--- src/rtl/serial_subtractor.sv ---
// serial_subtractor
//   Bit-serial ripple-borrow subtractor: d = a - b - bin, one bit per clock,
//   LSB first, through a single full-subtractor cell and a borrow flip-flop.
//
// Ports:
//   clk    rising-edge clock
//   rst_n  asynchronous active-low reset
//   start  operation request, sampled only while idle
//   a      minuend, captured on the accepted start edge
//   b      subtrahend, captured on the accepted start edge
//   bin    borrow-in, captured on the accepted start edge
//   busy   high while bits are being processed
//   done   one-cycle pulse, d/bout valid
//   d      registered difference (held until the next completion)
//   bout   registered borrow-out (1 when a < b + bin, unsigned)
module serial_subtractor #(
    parameter int WIDTH = 8
) (
    input  logic             clk,
    input  logic             rst_n,
    input  logic             start,
    input  logic [WIDTH-1:0] a,
    input  logic [WIDTH-1:0] b,
    input  logic             bin,
    output logic             busy,
    output logic             done,
    output logic [WIDTH-1:0] d,
    output logic             bout
);

    localparam int CNT_W = (WIDTH > 1) ? $clog2(WIDTH) : 1;

    typedef enum logic [1:0] {
        S_IDLE,
        S_SHIFT,
        S_DONE
    } state_t;

    state_t           r_state;
    logic [WIDTH-1:0] r_a_sh;
    logic [WIDTH-1:0] r_b_sh;
    logic [WIDTH-1:0] r_r_sh;
    logic [WIDTH-1:0] r_d;
    logic [CNT_W-1:0] r_cnt;
    logic             r_br;
    logic             r_busy;
    logic             r_done;
    logic             r_bout;

    logic             w_diff;
    logic             w_borrow;
    logic             w_last;
    logic [WIDTH-1:0] w_r_next;

    // Full-subtractor cell on the current LSBs.
    assign w_diff   = r_a_sh[0] ^ r_b_sh[0] ^ r_br;
    assign w_borrow = (~r_a_sh[0] & r_b_sh[0]) | (~(r_a_sh[0] ^ r_b_sh[0]) & r_br);
    assign w_last   = (r_cnt == CNT_W'(WIDTH - 1));

    // Result shift register with the new bit entering at the MSB; written as
    // shift-then-insert so it stays legal when WIDTH is 1.
    always_comb begin
        w_r_next            = r_r_sh >> 1;
        w_r_next[WIDTH-1]   = w_diff;
    end

    always_ff @(posedge clk or negedge rst_n) begin
        if (!rst_n) begin
            r_state <= S_IDLE;
            r_a_sh  <= '0;
            r_b_sh  <= '0;
            r_r_sh  <= '0;
            r_d     <= '0;
            r_cnt   <= '0;
            r_br    <= 1'b0;
            r_busy  <= 1'b0;
            r_done  <= 1'b0;
            r_bout  <= 1'b0;
        end else begin
            case (r_state)
                S_IDLE: begin
                    r_done <= 1'b0;
                    if (start) begin
                        r_a_sh  <= a;
                        r_b_sh  <= b;
                        r_br    <= bin;
                        r_cnt   <= '0;
                        r_busy  <= 1'b1;
                        r_state <= S_SHIFT;
                    end
                end
                S_SHIFT: begin
                    r_a_sh <= r_a_sh >> 1;
                    r_b_sh <= r_b_sh >> 1;
                    r_r_sh <= w_r_next;
                    r_br   <= w_borrow;
                    if (w_last) begin
                        // Exit before the counter could wrap.
                        r_cnt   <= '0;
                        r_d     <= w_r_next;
                        r_bout  <= w_borrow;
                        r_busy  <= 1'b0;
                        r_done  <= 1'b1;
                        r_state <= S_DONE;
                    end else begin
                        r_cnt <= r_cnt + CNT_W'(1);
                    end
                end
                S_DONE: begin
                    r_done  <= 1'b0;
                    r_state <= S_IDLE;
                end
                default: begin
                    r_busy  <= 1'b0;
                    r_done  <= 1'b0;
                    r_state <= S_IDLE;
                end
            endcase
        end
    end

    assign busy = r_busy;
    assign done = r_done;
    assign d    = r_d;
    assign bout = r_bout;

endmodule

--- config.mk ---
export PLATFORM = sky130hd
export DESIGN_NAME = serial_subtractor
export DESIGN_NICKNAME = d
export VERILOG_FILES = /design/src/rtl/serial_subtractor.sv
export SDC_FILE = /design/constraint.sdc
export NUM_CORES = 1
export LEC_CHECK = 0
export CAP_MARGIN = 20
export CORE_MARGIN = 3
export CORE_UTILIZATION = 43
export DETAILED_ROUTE_END_ITERATION = 8
export PLACE_DENSITY_LB_ADDON = 0.05
export SLEW_MARGIN = 20
export SYNTH_ARGS = -nofsm -noshare
export SYNTH_HDL_FRONTEND = slang
export SYNTH_SLANG_ARGS = --single-unit
--- constraint.sdc ---
create_clock -name clk -period 3.7 [get_ports clk]
set_input_delay 0.74 -clock clk [delete_from_list [all_inputs] [get_ports clk]]
set_output_delay 0.74 -clock clk [all_outputs]
set_load 0.05 [all_outputs]
# ---- Yosys cells after proc, flatten, opt, wreduce, memory -nomap -nowiden
# Index checks and enable logic that the tools add are counted.
dict set report totals {
  regBits 41
  latchBits 0
  mem_bits_rw 0
  mem_bits_ro 0
  inputBits 20
  out_inout_bits 11
  word_cells 47
  n_memories 0
}
dict set report classes {
  n_addsub 1
  n_mul 0
  div_mod_pow 0
  magnitude_cmp 0
  n_eq_ne 5
  shifts 0
  muxes 17
  n_bitwise 8
  reduce_logical 6
}
# cell n
set ops {}
lappend ops {{$pmux 8 s2} 2}
lappend ops {{$mux 8} 2}
lappend ops {{$mux 3} 2}
lappend ops {{$pmux 3 s2} 1}
lappend ops {{$reduce_and 2->1} 3}
lappend ops {{$mux 1} 5}
lappend ops {{$mux 2} 2}
lappend ops {{$ne 2x2->1 const B} 2}
lappend ops {{$pmux 2 s2} 1}
lappend ops {{$add 3x1->3 const B} 1}
lappend ops {{$eq 3x3->1 const B} 1}
lappend ops {{$not 1->1} 3}
lappend ops {{$pmux 1 s3} 1}
lappend ops {{$reduce_and 3->1} 1}
lappend ops {{$and 1x1->1} 2}
lappend ops {{$eq 2x1->1 const B} 1}
lappend ops {{$eq 2x2->1 const B} 1}
lappend ops {{$logic_not 2->1} 1}
lappend ops {{$pmux 1 s2} 1}
lappend ops {{$reduce_bool 2->1} 1}
lappend ops {{$xor 1x1->1} 2}
lappend ops {{$or 1x1->1} 1}

# ---- Logic depth before layout (Yosys ltp)
dict set report logic_depth {
  ltp_word 5
  depth_mapped 6
  ltp_nobuf 5
}

# ---- Worst setup path before layout
# No wires, ideal clock.
dict set report synth_path {
  path_kind {input -> register}
  startpoint {input port start}
  endpoint {register r_a_sh[1]}
  setup_time_ns 0.126
  t_arrival_ns 1.406
  required_time_ns 3.574
  slack_ns 2.168
  cell_stages 4
  n_path_buf 1
  path_cell_list {or2_1 -> and2_1 -> buf_2 -> a2bb2oi_1}
}
dict set report synth_via {
  elab_chain_len 2
}
# item line_no
set synth_rtl {}
lappend synth_rtl {{from (decl)} 21} ;# input logic start,
lappend synth_rtl {{$ne 2x2->1 (no line)} n/a}
lappend synth_rtl {{$reduce_and 2->1 (no line)} n/a}
lappend synth_rtl {{to (signal assigned)} 93} ;# r_a_sh <= r_a_sh >> 1;
lappend synth_rtl {{to (decl)} 40} ;# logic [WIDTH-1:0] r_a_sh;
# No other way between the ends.
# A chain may end at the register's enable or synchronous reset.

# ---- Worst setup path after layout
dict set report layout_path {
  startpoint {register r_busy (netlist: busy)}
  endpoint {output port busy}
}
# item line_no
set layout_rtl {}
lappend layout_rtl {{from (decl)} 46} ;# logic r_busy;
lappend layout_rtl {{from (signal assigned)} 76} ;# r_busy <= 1'b0;
lappend layout_rtl {{from (signal assigned)} 88} ;# r_busy <= 1'b1;
lappend layout_rtl {{from (signal assigned)} 102} ;# r_busy <= 1'b0;
lappend layout_rtl {{to (decl)} 25} ;# output logic busy,
# No word-level cell between the ends.

==> qor.txt <==
clock buffer depth: 2
cells along the critical path: clkdlybuf4s50_1
Syn-to-layout area delta: 24.0%
Max Fclk: 0.456 GHz
Port Buffers: 30
DR DRC count: 0
site row count: 22
Crit-path slowest cell: clkdlybuf4s50_1
hold buffers post-CTS: 0
setup tns final: 0 ns
Worst path max stage delay: 0.81 ns
count of cell types in the netlist: 28
status: finished, final reports clean
#FFs+latches synth: 40
Placement Cell Area: 2020 um2
final hold violation count: 0
DRT Wirelength: 3300 um
largest net degree at the start of global routing: 41
complex-gate fraction of the synthesized area: 17.2%
Clk Latency, worst-skew pair: 0.29 ns
Period minus WS final: 2.19 ns
die span in x: 69.2 um
largest family of logic cells by synthesized area: compound AO/OA/AOI/OAI gates
GRT Util Overall: 14.7%
total gr overflow: 0
HP Class: flop to flop
capturing point of the worst reg2reg path: d[0]
post-CTS resize count: 0
cell area after synthesis: 1720 um2
commonest non-fill, non-tap cell in the layout: dfrtp_1
initial DRC count: 58
Slew HR: 41.5%
CP Class: flop to output pin
htree depth: 2
CTS root buf: clkbuf_8
Starting Density: 45.9%
Syn Area/Cell: 11.8 um2
hpwl dp: 2280 um
vias in the first global route: 1,177
Worst R2R Start: r_cnt[0]
crit end category: output pin
share of cells above drive strength 1: 10.3%
Synth Area in Simple Gates: 10.3%
sequential share of the synthesized area: 58.3%
Arrival @ worst endpoint: 1.45 ns
Slew Viols, Final: 0
CORE AREA: 3740 um2
Adder-Cell Fraction of Synth Area: 2.62%
Reg2Reg Depth: 4
most frequent cells in the layout: dfrtp_1 (40), clkdlybuf4s50_1 (29), nand2_1 (24), o22ai_1 (14), a2bb2oi_1 (8)
CTS clk-pin slew, worst paths: 0.07 ns
n_diodes: 0
crit path to: busy
initial antenna violation count: 0
Synth Net Count: 168
RD Place Congestion: 0.790
RSZ-0062 raised after global routing: false
top post-synthesis cells by area: dfrtp_1 (58%), mux2_4 (6.1%), nand2_1 (5.2%)
Synth Warn #: 0
Critical Path Start Type: flop
R2R setup slack: 2.04 ns
multiplexer area fraction after synthesis: 6.78%
Max VDD drop: 0.381 mV
DR WL/cell: 14.8 um
Nets: 197
Post-CTS Setup Inserts: 0
WP buf/inv: 1
Post-Synthesis Cells: 145
first-pass GRT wire length: 5690 um
WP data required: 2.96 ns
TritonCTS Sinks: 40
Avg Vias per Cell: 5.46
Setup Skew: 0.0113 ns
pwr/cell area: 924 nW/um2
Leakage: 0.973 nW
xor/xnor share of the synthesized area: 0%
DR pass1 iterations: 4
critical path depth in cells: 1
I/O pins: 31
Critical Path Fanout Max: 3
die span in y: 69.2 um
leading area contributor after synthesis: dfrtp_1
top-area cell type share of the netlist area: 58.3%
cts bufs inserted: 5
Worst-Margin Slew: 0.877 ns
die footprint: 4790 um2
maxcap violations: 0
Setup crit start: busy
Top Family by Delay on Critical Path: buffers and inverters
CTS tree: done
cell area after layout: 2130 um2
Via Count: 1,217
period utilization: 59.3%
setup violators final: 0
remaining antenna violation count after routing: 0
## kinds of logic (layout without fill, tap and decap cells)
group | after synthesis | after routing
AO/OA/AOI/OAI | 40 | 40
AND/OR/NAND/NOR | 39 | 39
adder cells (fa/ha/maj) | 3 | 3
multiplexers | 8 | 8
buffers and inverters | 15 | 45
flip-flops | 40 | 40
## synth_stat cells
cell       number
dfrtp_1        40
nand2_1        24
o22ai_1        14
a2bb2oi_1       8
inv_1           7
mux2_4          7
nor2_1          6
buf_2           5
nand2b_1        4
o32ai_1         4
a21oi_1         3
a22o_1          3
a32o_1          2
buf_6           2
ha_1            2
o21ai_0         2
a221oi_1        1
a22oi_1         1
and2_1          1
buf_4           1
fa_1            1
mux2_2          1
nand3b_2        1
nor2b_1         1
o21bai_1        1
o31ai_1         1
or2_1           1
or4b_1          1
## sequential cells by signal, summed over array words and instances, names as in the netlist
register and count:
r_state 2, bout 1, r_b_sh 8, r_br 1
r_cnt 3, done 1, d 8, busy 1
r_a_sh 8, r_r_sh 7
## worst min-delay path by stage
stage	end	cells past startpoint	slack, ns	from
after floorplan	bout	0	0.44	rst_n
after global placement	r_r_sh[1]	2	0.46	r_r_sh[1]
after detailed placement	r_r_sh[1]	2	0.47	r_r_sh[1]
after CTS	r_r_sh[1]	2	0.48	r_r_sh[1]
after global routing	d[0]	1	0.52	d[0]
final	r_r_sh[1]	2	0.48	r_r_sh[1]
## through the flow
step / hold WS, ns / power (mW) / std cells / setup WS, ns / utilization [%]
3_3_place_gp: 0.457 / 1.61 / 215 / 1.60 / 53.9
4_1_cts: 0.485 / 1.99 / 223 / 1.48 / 56.9
2_1_floorplan: 0.442 / 1.41 / 145 / 2.17 / -
5_1_grt: 0.519 / 2.10 / 223 / 1.46 / 56.9
3_5_place_dp: 0.467 / 1.64 / 215 / 1.57 / 53.9
6_report: 0.478 / 1.97 / 223 / 1.51 / 56.9
## layer usage
layer  vias to the layer above  wire (um)  global-route usage [%]
li1                        576          -                       -
met1                       600       1630                    20.7
met2                        35       1450                    21.8
met3                         6        182                    4.93
met4                         0         40                    3.90
met5                         -          0                       0
## where the power goes
group	switching (mW)	internal [mW]	total, mW
registers	0.135	0.638	0.774
logic	0.474	0.373	0.847
clock network	0.147	0.199	0.346
total	0.756	1.21	1.97
## layout make-up
cell class              count  area (um2)
well taps                  48        60.1
clock buffers               5        68.8
flip-flops and latches     40        1000
repair buffers             30         295
inverters                   7        26.3
multi-input cells          90         634
clock inverters             3        42.5
fillers                   346        1620
Power figures use the tool's default switching activity.
